--- src/rtl/cipher_pkg.sv ---
// -----------------------------------------------------------------------------
// cipher_pkg
// Shared constants, types and helpers for the Vigenere stream cipher.
//   ALPHA_N        : letters in the alphabet (modulus of the shift)
//   ASCII_UPPER_A  : 'A'
//   ASCII_LOWER_A  : 'a'
//   cipher_state_t : message FSM states (IDLE between messages, RUN inside one)
//   byte_class_t   : letter classification of a byte
//   classify_byte  : upper / lower / other classification
//   key_offset     : shift amount for a key byte ('A'..'Z' -> 0..25, else 0)
// -----------------------------------------------------------------------------
package cipher_pkg;

    localparam int         ALPHA_N       = 26;
    localparam logic [7:0] ASCII_UPPER_A = 8'h41;
    localparam logic [7:0] ASCII_LOWER_A = 8'h61;
    localparam logic [7:0] ASCII_UPPER_Z = 8'h5A;
    localparam logic [7:0] ASCII_LOWER_Z = 8'h7A;

    typedef enum logic [0:0] {
        IDLE = 1'b0,
        RUN  = 1'b1
    } cipher_state_t;

    typedef enum logic [1:0] {
        CLS_OTHER = 2'd0,
        CLS_UPPER = 2'd1,
        CLS_LOWER = 2'd2
    } byte_class_t;

    function automatic byte_class_t classify_byte(input logic [7:0] b);
        byte_class_t cls;
        cls = CLS_OTHER;
        if (b >= ASCII_UPPER_A && b <= ASCII_UPPER_Z) begin
            cls = CLS_UPPER;
        end else if (b >= ASCII_LOWER_A && b <= ASCII_LOWER_Z) begin
            cls = CLS_LOWER;
        end
        return cls;
    endfunction

    // Key bytes are expected to be uppercase; anything else means "no shift".
    function automatic logic [4:0] key_offset(input logic [7:0] k);
        logic [4:0] off;
        off = 5'd0;
        if (k >= ASCII_UPPER_A && k <= ASCII_UPPER_Z) begin
            off = 5'(k - ASCII_UPPER_A);
        end
        return off;
    endfunction

endpackage

--- src/rtl/vigenere_shift.sv ---
// -----------------------------------------------------------------------------
// vigenere_shift
// Combinational single-byte Vigenere shift. Letters are rotated within their
// own case range; every other byte is returned unchanged.
// Ports:
//   byte_in  [7:0] : byte to transform
//   offset   [4:0] : key offset 0..25
//   dec            : 0 = shift forward (encrypt), 1 = shift backward (decrypt)
//   byte_out [7:0] : transformed byte
// -----------------------------------------------------------------------------
module vigenere_shift
    import cipher_pkg::*;
(
    input  logic [7:0] byte_in,
    input  logic [4:0] offset,
    input  logic       dec,
    output logic [7:0] byte_out
);

    byte_class_t cls;
    logic [7:0]  base;
    logic [5:0]  pos;
    logic [5:0]  sum;
    logic [5:0]  wrapped;

    always_comb begin
        cls  = classify_byte(byte_in);
        base = (cls == CLS_UPPER) ? ASCII_UPPER_A : ASCII_LOWER_A;
        pos  = 6'(byte_in - base);
        // Decrypt adds ALPHA_N first so the subtraction never goes negative;
        // sum then lies in 0..51 and a single conditional subtract is the mod.
        if (dec) begin
            sum = pos + 6'(ALPHA_N) - {1'b0, offset};
        end else begin
            sum = pos + {1'b0, offset};
        end
        wrapped = (sum >= 6'(ALPHA_N)) ? (sum - 6'(ALPHA_N)) : sum;
        if (cls == CLS_OTHER) begin
            byte_out = byte_in;
        end else begin
            byte_out = base + {2'b00, wrapped};
        end
    end

endmodule

--- src/rtl/vigenere_stream_cipher.sv ---
// -----------------------------------------------------------------------------
// vigenere_stream_cipher
// Streaming Vigenere encrypt/decrypt, one byte per cycle, with a runtime
// loadable key of 1..KEY_MAX_LEN uppercase letters. One output register stage:
// a byte accepted on s_* appears on m_* the following cycle.
//
// Ports:
//   clk, rst        : clock, asynchronous active-high reset
//   mode_dec        : 0 encrypt / 1 decrypt, captured on a message's first beat
//   key_wr_en/idx/data : key byte write port (accepted only when idle and no
//                     input handshake in the same cycle)
//   key_len         : active key length, captured on a message's first beat
//   key_err         : one-cycle pulse after a rejected key write
//   s_valid/ready/data/last : input byte stream
//   m_valid/ready/data/last : output byte stream
//   busy            : a multi-beat message is in progress
//
// Optional build macro VIGENERE_STATS_EN adds:
//   byte_cnt [31:0] : output handshakes, saturating
//   msg_cnt  [15:0] : output handshakes carrying m_last, saturating
// -----------------------------------------------------------------------------
module vigenere_stream_cipher
    import cipher_pkg::*;
#(
    parameter int KEY_MAX_LEN = 16,
    parameter int KEY_IDX_W   = $clog2(KEY_MAX_LEN)
) (
    input  logic                 clk,
    input  logic                 rst,
    input  logic                 mode_dec,
    input  logic                 key_wr_en,
    input  logic [KEY_IDX_W-1:0] key_wr_idx,
    input  logic [7:0]           key_wr_data,
    input  logic [KEY_IDX_W:0]   key_len,
    output logic                 key_err,
    input  logic                 s_valid,
    output logic                 s_ready,
    input  logic [7:0]           s_data,
    input  logic                 s_last,
    output logic                 m_valid,
    input  logic                 m_ready,
    output logic [7:0]           m_data,
    output logic                 m_last,
    output logic                 busy
`ifdef VIGENERE_STATS_EN
    ,
    output logic [31:0]          byte_cnt,
    output logic [15:0]          msg_cnt
`endif
);

    localparam int                 LEN_W         = KEY_IDX_W + 1;
    localparam logic [KEY_IDX_W:0] KEY_LEN_LIMIT = LEN_W'(KEY_MAX_LEN);

    // ---------------------------------------------------------------------
    // State
    // ---------------------------------------------------------------------
    cipher_state_t        state_reg, state_next;
    logic                 mode_reg, mode_next;
    logic [KEY_IDX_W:0]   len_reg, len_next;
    logic [KEY_IDX_W-1:0] idx_reg, idx_next;
    logic                 m_valid_reg, m_valid_next;
    logic [7:0]           m_data_reg, m_data_next;
    logic                 m_last_reg, m_last_next;
    logic                 key_err_reg;
    logic [7:0]           key_mem [KEY_MAX_LEN];

    // ---------------------------------------------------------------------
    // Datapath signals
    // ---------------------------------------------------------------------
    logic                 in_hs;
    logic                 eff_dec;
    logic [KEY_IDX_W:0]   eff_len;
    logic                 len_ok;
    logic                 in_letter;
    logic                 idx_at_end;
    logic [4:0]           shift_off;
    logic [7:0]           shift_out;
    logic                 key_wr_ok;

    assign s_ready = !m_valid_reg || m_ready;
    assign m_valid = m_valid_reg;
    assign m_data  = m_data_reg;
    assign m_last  = m_last_reg;
    assign key_err = key_err_reg;
    assign busy    = (state_reg == RUN);

    always_comb begin
        in_hs = s_valid && s_ready;
        // A message's first beat uses the live controls; later beats use the
        // values captured when the message started.
        eff_dec    = (state_reg == IDLE) ? mode_dec : mode_reg;
        eff_len    = (state_reg == IDLE) ? key_len  : len_reg;
        len_ok     = (eff_len != '0) && (eff_len <= KEY_LEN_LIMIT);
        in_letter  = (classify_byte(s_data) != CLS_OTHER);
        idx_at_end = ({1'b0, idx_reg} == (eff_len - LEN_W'(1)));
        shift_off  = len_ok ? key_offset(key_mem[idx_reg]) : 5'd0;
        key_wr_ok  = key_wr_en && (state_reg == IDLE) && !in_hs &&
                     ({1'b0, key_wr_idx} < KEY_LEN_LIMIT);
    end

    vigenere_shift u_shift (
        .byte_in  (s_data),
        .offset   (shift_off),
        .dec      (eff_dec),
        .byte_out (shift_out)
    );

    // ---------------------------------------------------------------------
    // Next-state logic: FSM, key index, output register
    // ---------------------------------------------------------------------
    always_comb begin
        state_next   = state_reg;
        mode_next    = mode_reg;
        len_next     = len_reg;
        idx_next     = idx_reg;
        m_valid_next = m_valid_reg;
        m_data_next  = m_data_reg;
        m_last_next  = m_last_reg;

        if (in_hs) begin
            case (state_reg)
                IDLE: begin
                    if (!s_last) begin
                        state_next = RUN;
                        mode_next  = mode_dec;
                        len_next   = key_len;
                    end
                end
                RUN: begin
                    if (s_last) begin
                        state_next = IDLE;
                    end
                end
                default: state_next = IDLE;
            endcase

            // Non-letters and invalid key lengths leave the index untouched
            // (which is 0 in the invalid-length case).
            if (s_last || !len_ok) begin
                idx_next = '0;
            end else if (in_letter) begin
                idx_next = idx_at_end ? '0 : (idx_reg + KEY_IDX_W'(1));
            end

            m_valid_next = 1'b1;
            m_data_next  = shift_out;
            m_last_next  = s_last;
        end else if (m_ready) begin
            // Data/last keep their old value; only valid drops.
            m_valid_next = 1'b0;
        end
    end

    always_ff @(posedge clk or posedge rst) begin
        if (rst) begin
            state_reg   <= IDLE;
            mode_reg    <= 1'b0;
            len_reg     <= '0;
            idx_reg     <= '0;
            m_valid_reg <= 1'b0;
            m_data_reg  <= 8'h00;
            m_last_reg  <= 1'b0;
            key_err_reg <= 1'b0;
        end else begin
            state_reg   <= state_next;
            mode_reg    <= mode_next;
            len_reg     <= len_next;
            idx_reg     <= idx_next;
            m_valid_reg <= m_valid_next;
            m_data_reg  <= m_data_next;
            m_last_reg  <= m_last_next;
            key_err_reg <= key_wr_en && !key_wr_ok;
        end
    end

    // ---------------------------------------------------------------------
    // Key storage: one register per slot, cleared to 'A' (zero shift).
    // ---------------------------------------------------------------------
    generate
        for (genvar gi = 0; gi < KEY_MAX_LEN; gi++) begin : g_key
            always_ff @(posedge clk or posedge rst) begin
                if (rst) begin
                    key_mem[gi] <= ASCII_UPPER_A;
                end else if (key_wr_ok && (key_wr_idx == KEY_IDX_W'(gi))) begin
                    key_mem[gi] <= key_wr_data;
                end
            end
        end
    endgenerate

`ifdef VIGENERE_STATS_EN
    // ---------------------------------------------------------------------
    // Saturating output statistics
    // ---------------------------------------------------------------------
    logic        out_hs;
    logic [31:0] byte_cnt_reg;
    logic [15:0] msg_cnt_reg;

    assign out_hs   = m_valid_reg && m_ready;
    assign byte_cnt = byte_cnt_reg;
    assign msg_cnt  = msg_cnt_reg;

    always_ff @(posedge clk or posedge rst) begin
        if (rst) begin
            byte_cnt_reg <= '0;
            msg_cnt_reg  <= '0;
        end else if (out_hs) begin
            if (byte_cnt_reg != '1) begin
                byte_cnt_reg <= byte_cnt_reg + 32'd1;
            end
            if (m_last_reg && (msg_cnt_reg != '1)) begin
                msg_cnt_reg <= msg_cnt_reg + 16'd1;
            end
        end
    end
`endif

endmodule

--- config.mk ---
export PLATFORM = sky130hd
export DESIGN_NAME = vigenere_stream_cipher
export DESIGN_NICKNAME = d
export VERILOG_FILES = /design/src/rtl/cipher_pkg.sv /design/src/rtl/vigenere_shift.sv /design/src/rtl/vigenere_stream_cipher.sv
export SDC_FILE = /design/constraint.sdc
export NUM_CORES = 1
export LEC_CHECK = 0
export BUFFER_PORTS_ARGS = -buffer_cell sky130_fd_sc_hd__buf_2
export CORE_ASPECT_RATIO = 1.75
export CORE_UTILIZATION = 60
export DETAILED_ROUTE_END_ITERATION = 10
export PLACE_DENSITY = 0.79
export REMOVE_ABC_BUFFERS = 1
export SETUP_SLACK_MARGIN = 0.3
export SYNTH_ARGS = -nofsm -noshare
export SYNTH_HDL_FRONTEND = slang
export SYNTH_SLANG_ARGS = --single-unit
--- constraint.sdc ---
create_clock -name clk -period 11.3 [get_ports clk]
set_clock_uncertainty 0.1 [all_clocks]
set_input_delay 1.13 -clock clk [delete_from_list [all_inputs] [get_ports clk]]
set_output_delay 1.13 -clock clk [all_outputs]
set_load 0.01 [all_outputs]
Word level (Yosys, flattened, before mapping)
Cells that the tools add are included.

Add/sub/neg operators: 9. Order comparisons: 9. Equality and inequality tests: 17. Mux-type cells: 19. Bitwise logic cells: 3. Reduce and logical (&&, ||, !) cells: 38.

Operator list (count): 8-bit binary-select mux with 4-bit select (1); 4-bit equality test (second input constant) (8); 8-bit by 7-bit greater-or-equal comparator with 1-bit output (second input constant) (3); 8-bit by 7-bit less-or-equal comparator with 1-bit output (second input constant) (3); 1-bit logical AND (24); 8-bit 2-to-1 mux (3); 6-bit 2-to-1 mux (3); 4-bit by 3-bit equality test with 1-bit output (second input constant) (4); 5-bit 2-to-1 mux (3); 4-bit 2-to-1 mux (3); 5-bit by 1-bit subtractor with 5-bit output (second input constant) (2); 8-bit by 6-bit adder with 8-bit output (1); 4-bit by 2-bit equality test with 1-bit output (second input constant) (2); 6-bit by 5-bit adder with 6-bit output (1); 6-bit by 5-bit adder with 6-bit output (second input constant) (1); 6-bit by 5-bit greater-or-equal comparator with 1-bit output (second input constant) (1); 2-bit nonzero test (3); 6-bit by 5-bit subtractor with 6-bit output (1); 6-bit by 5-bit subtractor with 6-bit output (second input constant) (1); 6-bit subtractor (1); 4-bit by 5-bit equality test with 1-bit output (1); 5-bit greater-or-equal comparator (second input constant) (1); 5-bit less-or-equal comparator (second input constant) (1); 4-bit NOT with 5-bit output (1); 13 further kinds (22).

Bits in registers: 150. Input port bits: 32. Output and inout port bits: 13. Word-level logic and storage cells: 119.

Depth between registers and ports, before layout
Gate-level depths: netlist of run 1.

Word-level depth: 14. Gate-level depth with buffers: 27. Depth with buffers taken out: 25.

Cells and area by module
Synthesis of run 1 repeated with hierarchy kept, for this count alone.

Cell total of the unflattened synthesis: 651. Area total of the unflattened synthesis: 8125.3 um^2.

By module, submodules not included: vigenere_stream_cipher (instances 1, cells an instance 511, area an instance 7056.8 um^2, sequential area each 3793.6 um^2); vigenere_shift (instances 1, cells an instance 140, area an instance 1068.5 um^2, sequential area each 0.0 um^2).

Least setup slack after synthesis of run 1
Ideal clock, no wire load.

Path kind: reg-to-reg. Start point: reg idx_reg[0]. End point: reg m_data_reg[4] (netlist: m_data[4]). Setup time: 0.069 ns. Arrival: 6.274 ns. Data required time: 11.131 ns. Setup slack: 4.857 ns. Stages on the path, launching flop included: 27. Path buffers: 2. Period minus slack after synthesis: 6.443 ns. Cells stage by stage: dfrtp_1 buf_2 buf_1 mux4_2 mux4_2 inv_1 ha_1 inv_1 a21oi_1 o21ai_0 a21oi_1 nor2b_1 ha_1 ha_1 fa_1 o211ai_1 a211oi_1 a211oi_2 xnor3_2 o21ai_1 xnor2_1 ha_1 nor2b_1 o2111a_1 a211oi_1 or4_1 nand3_1.

Cells in the longest elaborated chain, start to end: 14. Elaborated cells between the ends (all ways): 18. Those cells by class: add/sub: 5; order compare: 3; mux: 8; bitwise: 1; reduce/logical: 1.

Ends and longest elaborated chain: start: declaration (line vigenere_stream_cipher.sv:61) `logic [KEY_IDX_W-1:0] idx_reg, idx_next;`; start signal: assignment (line vigenere_stream_cipher.sv:169) `idx_reg <= idx_next;`; 4-bit NOT with 5-bit output (implied by the code) * (line vigenere_stream_cipher.sv:97) `shift_off = len_ok ? key_offset(key_mem[idx_reg]) : 5'd0;`; 8-bit binary-select mux with 4-bit select * (line vigenere_stream_cipher.sv:97); 8-bit 2-to-1 mux (implied by the code) * (2 in series) (line vigenere_stream_cipher.sv:97); 8-bit by 7-bit greater-or-equal comparator with 1-bit output or 8-bit by 7-bit less-or-equal comparator with 1-bit output (tied branches) (line cipher_pkg.sv:46) `if (k >= ASCII_UPPER_A && k <= ASCII_UPPER_Z) begin`; 1-bit logical AND (line cipher_pkg.sv:46); 5-bit 2-to-1 mux * (line cipher_pkg.sv:46); 5-bit 2-to-1 mux * (line vigenere_stream_cipher.sv:97); 6-bit by 5-bit adder with 6-bit output or 6-bit by 5-bit subtractor with 6-bit output (tied branches) (line vigenere_shift.sv:35, vigenere_shift.sv:33); 6-bit 2-to-1 mux * (line vigenere_shift.sv:32) `if (dec) begin`; 6-bit by 5-bit subtractor with 6-bit output or 6-bit by 5-bit greater-or-equal comparator with 1-bit output (tied branches) (line vigenere_shift.sv:37) `wrapped = (sum >= 6'(ALPHA_N)) ? (sum - 6'(ALPHA_N)) : sum;`; 6-bit 2-to-1 mux * (line vigenere_shift.sv:37); 8-bit by 6-bit adder with 8-bit output * (line vigenere_shift.sv:41) `byte_out = base + {2'b00, wrapped};`; 8-bit 2-to-1 mux * (line vigenere_shift.sv:38) `if (cls == CLS_OTHER) begin`; end signal: assignment (line vigenere_stream_cipher.sv:171) `m_data_reg <= m_data_next;`; end: declaration (line vigenere_stream_cipher.sv:63) `logic [7:0] m_data_reg, m_data_next;`.

Mark *: on every way between the ends. The rest lies on a longest branch, timed or not. The select of a mux whose other input is x is not followed. A chain may end at the register's enable or synchronous reset.

Worst setup path after layout of run 1
Ends and elaborated chain as after synthesis.

==> flow_metrics.py, run 1 <==
metrics = {
    "synthesis": {
        "synth_area_um2": 7970,
        "synth_seq_cells": 150,
        "yosys_most_used_dff": "dfrtp_1",
        "ys_seq_area_frac": 0.476,
        "synth_top_area_frac": 0.370,
        "yosysTopAreaCell": "dfrtp_1",
        "synth_cell_types": 51,
        "synth_cells": 635,
        "async_flop_share": 1.00,
        "synth.area.top_cells": "dfrtp_1, mux2_2, dfstp_2",
        "ys_warn_count": 0,
        "avgSynthCellArea_um2": 12.6,
        "synth_edf_count": 0,
    },
    "global_routing": {
        "global_route.usage.total": 0.288,
        "grt_overflow": 0,
        "grt_pass1_wl_um": 29200,
        "grt_pass1_vias": 5722,
        "antenna_found_initial": 0,
        "grt_start_max_net_pins": 77,
    },
    "cells_and_area": {
        "multiInputGateArea_um2": 3970,
        "layout-drive-gt1-share": 0.400,
        "largest_reg_flops": 128,
        "regArea_um2": 3790,
        "layout.nets": 727,
        "diodes": 0,
        "fillers": 935,
        "layout_commonest_cell": "mux2_2",
        "area_delta_synth_final_pct": 10.9,
        "final_cell_mix": "mux2_2, dfrtp_1, buf_2",
    },
    "floorplan": {
        "start_util": 0.616,
        "num_rows": 55,
        "fp.dieH_um": 154,
        "die_area_um2": 13800,
        "dieWidth_um": 89.1,
        "pin_count": 45,
        "fp.coreArea_um2": 12900,
    },
    "outcome": {
        "outcome": "finished, final reports clean",
    },
    "cts": {
        "htree_levels": 4,
        "post_cts_buffers": 0,
        "cts.path.max_buffers": 2,
        "cts_root_buffer": "clkbuf_16",
        "cts_buffers": 17,
        "cts_num_sinks": 150,
        "clk_latency_ps": 420,
        "postCtsHoldBufs": 0,
        "cts-resized-gates": 0,
        "path_clk_slew_ps": 70,
        "cts_tree": "yes",
    },
    "placement": {
        "hpwl_um": 12300,
        "io_buffers": 44,
        "place.gp.congestion": 0.857,
        "dp_slack_ps": 3750,
    },
    "hold_path": {
        "hold_class": "flip-flop to flip-flop",
        "holdPathStages": 2,
        "min_to": "m_data[0]",
        "min_from": "m_data[0]",
    },
    "power": {
        "swShare": 0.301,
        "p_switching_mw": 0.490,
        "ir_drop_uv": 116,
        "combPwrFrac": 0.254,
        "internal-power_mw": 1.14,
        "clockPowerShare": 0.315,
        "p_per_area_nw_per_um2": 184,
        "power_leakage_nw": 3.94,
        "power.total_mw": 1.63,
        "pwr-share-seq": 0.431,
    },
    "detailed_routing": {
        "drc": 0,
        "postRouteWirelength_um": 17800,
        "vias": 5350,
        "wl_per_cell_um": 20.9,
        "first_pass_iters": 7,
        "ant_nets": 0,
        "drt_iter0_drc": 286,
        "vias_per_cell": 6.27,
    },
    "worst_setup_path": {
        "worst_setup_path_end_kind": "flip-flop",
        "required_ps": 11550,
        "cp_data_arrival_time_ps": 8040,
        "r2r-start": "idx_reg[0]",
        "startpoint_type": "flip-flop",
        "reg2reg_depth": 25,
        "rrSetupSlack_ps": 3510,
        "timing.rr.end": "m_data[4]",
        "critPathKind": "flip-flop to flip-flop",
        "crit_fanout": 32,
    },
    "sta": {
        "finalCritPeriodShare": 0.689,
        "tns_ps": 0,
        "fmax_mhz": 128,
        "drv_slew": 0,
        "fin_crit_ps": 7790,
        "timing.slew.headroom": 0.307,
        "setup_viol": 0,
        "worst_slew_pin_slew_ps": 1030,
        "rsz0062_at_grt": "no",
        "finalHoldViolCount": 0,
        "layout_setup_ws_ps": 3510,
    },
    "job": {
        "maxCapViolations": 0,
    },
}
[cell usage after synthesis, types with 2 or more instances]
cell type and number:
nor2b_1 8, a31oi_1 8, a311oi_1 2, dfstp_2 32, o21ai_0 13, fa_1 2, nand2_1 33, nor4b_1 9
a211oi_1 8, xor2_1 9, o211ai_1 2, and3_1 3, nor3_1 14, buf_2 4, ha_1 24, nor2_1 20
nor3b_1 7, a21o_1 6, nand3b_1 6, or4_1 2, mux2i_1 11, mux2_2 134, or3_1 2, a21oi_1 25
buf_1 3, dfrtp_1 118, and2_1 3, nand3_1 15, nand2b_1 6, xnor2_1 10, mux4_2 25, nor4bb_1 4
inv_1 23, clkbuf_1 25, nand4_1 3
[through the flow]
| stage | instances | hold WS, ps | utilization | area (um2) |
|---|---|---|---|---|
| final | 853 | 375 | 0.683 | 8840 |
| after global routing | 853 | 404 | 0.683 | 8840 |
| after CTS | 853 | 380 | 0.683 | 8840 |
| after detailed placement | 821 | 366 | 0.642 | 8310 |
| after global placement | 821 | 359 | 0.642 | 8310 |
| after floorplan | 603 | 374 | - | 7850 |
[logic make-up after synthesis]
family                   after synthesis  synth area share
XOR/XNOR                              20            0.0239
AND/OR/NAND/NOR                      140            0.0978
multiplexers                         171             0.276
adder cells (fa/ha/maj)               26            0.0427
AO/OA/AOI/OAI                         73            0.0576
flip-flops                           150             0.476
buffers and inverters                 55            0.0265
[area by class of cell]
type | count | share of cell area
clock buffers | 20 | 0.0494
clock inverters | 12 | 0.0109
inverters | 23 | 0.0103
multi-input cells | 430 | 0.449
flip-flops and latches | 150 | 0.429
well taps | 171 | 0.0242
repair buffers | 47 | 0.0275
[layer usage]
| layer | global-route usage | part of all wire | vias to the layer above |
|---|---|---|---|
| met2 | 0.505 | 0.55 | 157 |
| met3 | 0.0587 | 0.031 | 56 |
| met1 | 0.322 | 0.37 | 2750 |
| li1 | - | - | 2387 |
| met5 | 0 | 0 | - |
| met4 | 0.148 | 0.047 | 0 |
[power groups by stage]
stage | registers [mW] | clock network [mW] | logic, mW
5_1_grt | 0.712 | 0.545 | 0.455
4_1_cts | 0.700 | 0.520 | 0.410
6_report | 0.701 | 0.512 | 0.413
3_5_place_dp | 0.708 | 0 | 0.406
3_3_place_gp | 0.698 | 0 | 0.388
2_1_floorplan | 0.697 | 0 | 0.307
[worst max-delay path by stage]
stage                           from         to  slack, ps
after floorplan           idx_reg[0]  m_data[4]       4270
after global placement    key_len[0]  m_data[4]       4150
after detailed placement  key_len[0]  m_data[4]       3750
after CTS                 idx_reg[0]  m_data[4]       3700
after global routing      idx_reg[0]  m_data[4]       3020
final                     idx_reg[0]  m_data[4]       3510
[worst max-delay path: stages, from the launching register on]
cell      delay [ps]
dfrtp_1          370
buf_4            460
mux4_2           570
mux4_2           530
inv_1            130
ha_1             190
inv_1             60
a21oi_1          180
o21ai_0          150
a21oi_1          330
nor2b_1          260
ha_1             280
ha_1             240
fa_1             430
xnor2_1          170
a21o_1           180
o211ai_1         810
nand2_1          310
o21ai_1          370
xnor2_1          170
ha_1             240
nor2b_1          170
o2111a_1         260
a211oi_1          90
or4_1            540
nand3_1           90
No activity file was read; power rests on OpenSTA's default activity.
==> inputs of run 2 (changes only) <==
ABC_AREA = 1   (was not set)
CORE_UTILIZATION = 56   (was 60)
PLACE_DENSITY = 0.77   (was 0.79)
clock period = 6.25 ns   (was 11.3 ns; I/O delays follow)
==> flow_metrics.py, run 2 <==
metrics = {
    "sta": {
        "drv_slew": 0,
        "tns_ps": 0,
        "fin_crit_ps": 5220,
        "worst_slew_pin_slew_ps": 876,
        "finalCritPeriodShare": 0.835,
        "rsz0062_at_grt": "no",
        "setup_viol": 0,
        "layout_setup_ws_ps": 1030,
        "finalHoldViolCount": 0,
        "fmax_mhz": 192,
        "timing.slew.headroom": 0.416,
    },
    "worst_setup_path": {
        "crit_top_cell": "nor2_1",
        "worst_setup_path_end_kind": "flip-flop",
        "crit_fanout": 33,
        "cp_data_arrival_time_ps": 5430,
        "crit_start": "idx_reg[0]",
        "required_ps": 6460,
        "critPathKind": "flip-flop to flip-flop",
        "max_stage_delay_ps": 420,
        "r2r-start": "idx_reg[0]",
        "crit_path_top_delay_cell": "fa_1",
        "startpoint_type": "flip-flop",
    },
    "synthesis": {
        "synth_area_um2": 8270,
        "synthMostInstantiatedCell": "nand2_1",
        "synth_seq_cells": 150,
        "yosys_most_used_dff": "dfrtp_1",
        "synth.area.top_cells": "dfrtp_1, o21ai_0, nand2_1",
        "ys_warn_count": 0,
        "yosysTopAreaCell": "dfrtp_1",
        "synth_edf_count": 0,
        "synth_top_area_frac": 0.357,
        "avgSynthCellArea_um2": 8.02,
        "synth_cells": 1031,
        "synth_cell_types": 51,
        "async_flop_share": 1.00,
        "ys_seq_area_frac": 0.459,
        "synth_common_cells": "nand2_1, o21ai_0, dfrtp_1, nor2_1, inv_1",
    },
    "cts": {
        "clk_latency_ps": 420,
        "cts_num_sinks": 150,
        "cts_tree": "yes",
        "cts.path.max_buffers": 2,
        "path_clk_slew_ps": 70,
        "cts-resized-gates": 0,
        "cts_root_buffer": "clkbuf_16",
        "post_cts_buffers": 0,
        "postCtsHoldBufs": 0,
        "htree_levels": 4,
        "cts_buffers": 17,
    },
    "power": {
        "internal-power_mw": 2.14,
        "p_switching_mw": 1.33,
        "combPwrFrac": 0.329,
        "p_per_area_nw_per_um2": 380,
        "swShare": 0.382,
        "ir_drop_uv": 178,
        "pwr-share-seq": 0.383,
        "power_leakage_nw": 4.29,
        "clockPowerShare": 0.289,
    },
    "cells_and_area": {
        "layout.nets": 1107,
        "area_delta_synth_final_pct": 10.2,
        "largest_reg_flops": 128,
        "layout-drive-gt1-share": 0.170,
        "layout_commonest_cell": "nand2_1",
        "diodes": 0,
        "final_core_util": 0.634,
        "final_cell_mix": "nand2_1, o21ai_0, dfrtp_1",
        "fillers": 1279,
    },
    "placement": {
        "dp_slack_ps": 1110,
        "hpwl_um": 14700,
        "io_buffers": 44,
        "place.gp.congestion": 0.908,
    },
    "floorplan": {
        "start_util": 0.576,
        "fp.coreArea_um2": 14400,
        "die_area_um2": 15300,
        "fp.dieH_um": 163,
        "pin_count": 45,
        "dieWidth_um": 93.9,
        "num_rows": 58,
    },
    "global_routing": {
        "grt_pass1_wl_um": 35100,
        "grt_pass1_vias": 6974,
        "antenna_found_initial": 0,
        "grt_overflow": 0,
        "grt_start_max_net_pins": 95,
        "global_route.usage.total": 0.302,
    },
    "detailed_routing": {
        "drt_iter0_drc": 615,
        "postRouteWirelength_um": 21400,
        "ant_nets": 0,
        "wl_per_cell_um": 17.2,
        "vias_per_cell": 5.81,
        "vias": 7217,
        "first_pass_iters": 5,
        "drc": 0,
    },
    "hold_path": {
        "hold_class": "input pin to async pin",
    },
    "job": {
        "maxCapViolations": 0,
    },
    "outcome": {
        "outcome": "finished, final reports clean",
    },
}
[run 2: cell types whose count changed in the layout (fill, tap and decap cells not counted), sizes merged, moves of 14 or more]
cell    delta
nor2      +97
a21oi     -14
o21ai    +198
mux2     -132
o221ai    +17
mux4      -25
inv       +54
nand3     +30
nand2    +224
[run 2: through the flow]
stage	cell area (um2)	total power, mW	hold slack, ps	cells
2_1_floorplan	8010	2.16	346	977
3_3_place_gp	8530	2.43	359	1210
3_5_place_dp	8530	2.46	368	1210
4_1_cts	9120	3.47	321	1242
5_1_grt	9120	3.70	334	1242
6_report	9120	3.47	237	1242
[run 2: worst paths after layout]
check / endpoint / slack, ps / cells past startpoint
max: m_data[6] / 1030 / 30
min: key_mem[7] / 240 / 2
max reg2reg: m_data[6] / 1030 / 30
min reg2reg: m_data[5] / 380 / 2
max in group asynchronous: key_mem[26] / 4480 / 3
min in group clk: len_reg[0] / 340 / 2
[run 2: kinds of logic after synthesis]
family          after synthesis  share of synthesized area
fa+ha+maj                    26                     0.0411
flops                       150                      0.459
xor+xnor                     13                     0.0138
compound gates              268                      0.179
simple gates                440                      0.234
buf+inv                     129                     0.0664
mux                           5                    0.00650
[run 2: final cells by class]
class | count | area (um2) | share of cell area
multi-input combinational | 752 | 3930 | 0.431
inverter | 75 | 294 | 0.0323
clock buffer | 17 | 425 | 0.0467
clock inverter | 15 | 160 | 0.0176
timing repair buffer | 53 | 288 | 0.0316
tap | 180 | 225 | 0.0247
sequential | 150 | 3790 | 0.416
[run 2: critical path, delay by kind of cell, from the launching register on]
kind                     cells  cell delay [ps]
AO/OA/AOI/OAI                3              440
adder cells (fa/ha/maj)      5             1470
flip-flops                   1              410
AND/OR/NAND/NOR             18             1850
buffers and inverters        4              820
[run 2: per-layer routing]
layer	wire length (um)	part of all wire	track usage
met3	935	0.044	0.0448
met2	10900	0.51	0.516
met1	8210	0.38	0.350
met5	0	0	0
met4	1350	0.063	0.191
[run 2: power by group through the flow]
stage / Clock, mW / Combinational (mW) / Sequential (mW)
5_1_grt: 1.06 / 1.30 / 1.35
6_report: 1.00 / 1.14 / 1.33
3_3_place_gp: 0 / 1.10 / 1.33
2_1_floorplan: 0 / 0.823 / 1.34
3_5_place_dp: 0 / 1.13 / 1.34
4_1_cts: 1.01 / 1.13 / 1.32
==> inputs of run 3 (changes only) <==
clock period = 4.8 ns   (was 6.25 ns; I/O delays follow)
==> flow_metrics.py, run 3 (synthesized netlist as in run 2, its figures left out) <==
metrics = {
    "worst_setup_path": {
        "reg2reg_depth": 33,
        "timing.rr.end": "m_data[5]",
        "startpoint_type": "flip-flop",
        "rrSetupSlack_ps": -70,
        "worst_setup_path_end_kind": "flip-flop",
        "crit_path_top_delay_cell": "dfrtp_2",
        "crit_start": "idx_reg[0]",
        "r2r-start": "idx_reg[0]",
        "crit_end": "m_data[5]",
        "critPathKind": "flip-flop to flip-flop",
        "crit_fanout": 6,
        "max_stage_delay_ps": 500,
        "cp_data_arrival_time_ps": 5100,
        "required_ps": 5030,
        "crit_top_cell": "nand2_2",
    },
    "job": {
        "maxCapViolations": 0,
    },
    "sta": {
        "fin_crit_ps": 4870,
        "tns_ps": -178,
        "finalCritPeriodShare": 1.01,
        "drv_slew": 0,
        "rsz0062_at_grt": "yes",
        "fmax_mhz": 205,
        "layout_setup_ws_ps": -68.2,
        "timing.slew.headroom": 0.536,
        "setup_viol": 5,
        "finalHoldViolCount": 0,
        "worst_slew_pin_slew_ps": 696,
    },
    "power": {
        "ir_drop_uv": 299,
        "internal-power_mw": 3.36,
        "pwr-share-seq": 0.318,
        "combPwrFrac": 0.423,
        "power_leakage_nw": 4.73,
        "p_per_area_nw_per_um2": 535,
        "p_switching_mw": 2.09,
        "swShare": 0.383,
        "clockPowerShare": 0.259,
    },
    "outcome": {
        "outcome": "finished with violations",
        "violations": "negative setup slack",
    },
    "placement": {
        "hpwl_um": 15400,
        "dp_slack_ps": 55.7,
        "dpl.cell_count": 1234,
        "io_buffers": 44,
        "place.gp.congestion": 0.899,
    },
    "global_routing": {
        "antenna_found_initial": 0,
        "use_met2": 0.549,
        "grt_pass1_vias": 7569,
        "globalRouteMet1Util": 0.362,
        "global_route.usage.total": 0.320,
        "use_met3": 0.0415,
        "grt_start_max_net_pins": 74,
        "grt_busiest_layer": "met2",
        "grt_pass1_wl_um": 37400,
        "grt_overflow": 0,
    },
    "cells_and_area": {
        "diodes": 0,
        "final_cell_mix": "nand2_1, o21ai_0, dfrtp_1",
        "layout.nets": 1163,
        "stdcell_count": 1298,
        "layout_commonest_cell": "nand2_1",
        "area_delta_synth_final_pct": 23.0,
        "largest_reg_flops": 128,
        "layout-drive-gt1-share": 0.271,
    },
    "detailed_routing": {
        "wl_per_cell_um": 19.2,
        "drt_iter0_drc": 799,
        "first_pass_iters": 5,
        "ant_nets": 0,
        "postRouteWirelength_um": 25000,
        "vias": 7793,
        "vias_per_cell": 6.00,
        "drc": 0,
    },
    "cts": {
        "cts_buffers": 17,
        "path_clk_slew_ps": 70,
        "cts_root_buffer": "clkbuf_16",
        "cts.path.max_buffers": 2,
        "htree_levels": 4,
        "clk_latency_ps": 430,
        "cts_num_sinks": 150,
        "postCtsHoldBufs": 0,
        "cts_tree": "yes",
    },
    "floorplan": {
        "dieWidth_um": 93.9,
        "die_area_um2": 15300,
        "fp.dieH_um": 163,
        "pin_count": 45,
        "start_util": 0.576,
        "num_rows": 58,
        "fp.coreArea_um2": 14400,
    },
    "hold_path": {
        "hold_class": "input pin to async pin",
    },
}
[run 3: cell count changes in the layout (fill, tap and decap cells not counted), sizes merged, moves of 2 or more]
cell / previous run / this run
buf: 53 / 105
clkbuf: 17 / 19
clkinv: 5 / 3
bufinv: 0 / 2
bufbuf: 0 / 2
[run 3: area by class of cell]
cell class,count,area (um2)
clock inverter,15,183
inverter,75,304
clock buffer,17,425
multi-input combinational,752,4280
timing repair buffer,109,960
tap,180,225
fill,1117,4190
sequential,150,3790
[run 3: how the worst min path moves through the flow]
stage	endpoint	slack, ps	depth (start not counted)
3_5_place_dp	key_mem[31]	370	2
4_1_cts	len_reg[3]	90	2
3_3_place_gp	m_data[2]	360	2
5_1_grt	len_reg[3]	110	2
6_report	key_mem[19]	40	2
2_1_floorplan	key_mem[31]	350	2
[run 3: per-layer routing]
metal | up-vias | wire length, um
met5 | - | 0
met4 | 0 | 1750
met3 | 105 | 1240
met2 | 346 | 12800
met1 | 3759 | 9130
li1 | 3583 | -
[run 3: power groups by stage]
stage	sequential, mW	combinational (mW)	clock, mW
global route	1.76	2.50	1.46
detailed placement	1.73	1.61	0
CTS	1.72	1.81	1.40
floorplan	1.74	1.07	0
finish	1.73	2.30	1.41
global placement	1.73	1.57	0
[run 3: timing repair]
| item | CTS | global route |
|---|---|---|
| pin swaps | 9 | 55 |
| resized for setup | 25 | 90 |
| endpoints found under the setup margin | 7 | 7 |
| buffers inserted | 5 | 21 |
| gates cloned | 4 | 2 |
[run 3: stage by stage]
stage | hold WS [ps] | util | total power [mW] | cell area (um2)
after detailed placement | 367 | 0.609 | 3.34 | 8750
after global routing | 112 | 0.708 | 5.72 | 10200
after floorplan | 346 | - | 2.81 | 8010
after CTS | 86.9 | 0.669 | 4.93 | 9620
final | 41.4 | 0.708 | 5.44 | 10200
after global placement | 359 | 0.609 | 3.30 | 8750
[run 3: critical path, delay by kind of cell, from the launching register on]
kind	cells	cell delay, ps
AND/OR/NAND/NOR	16	1580
flip-flops	1	500
adder cells (fa/ha/maj)	3	730
AO/OA/AOI/OAI	5	680
buffers and inverters	9	1160
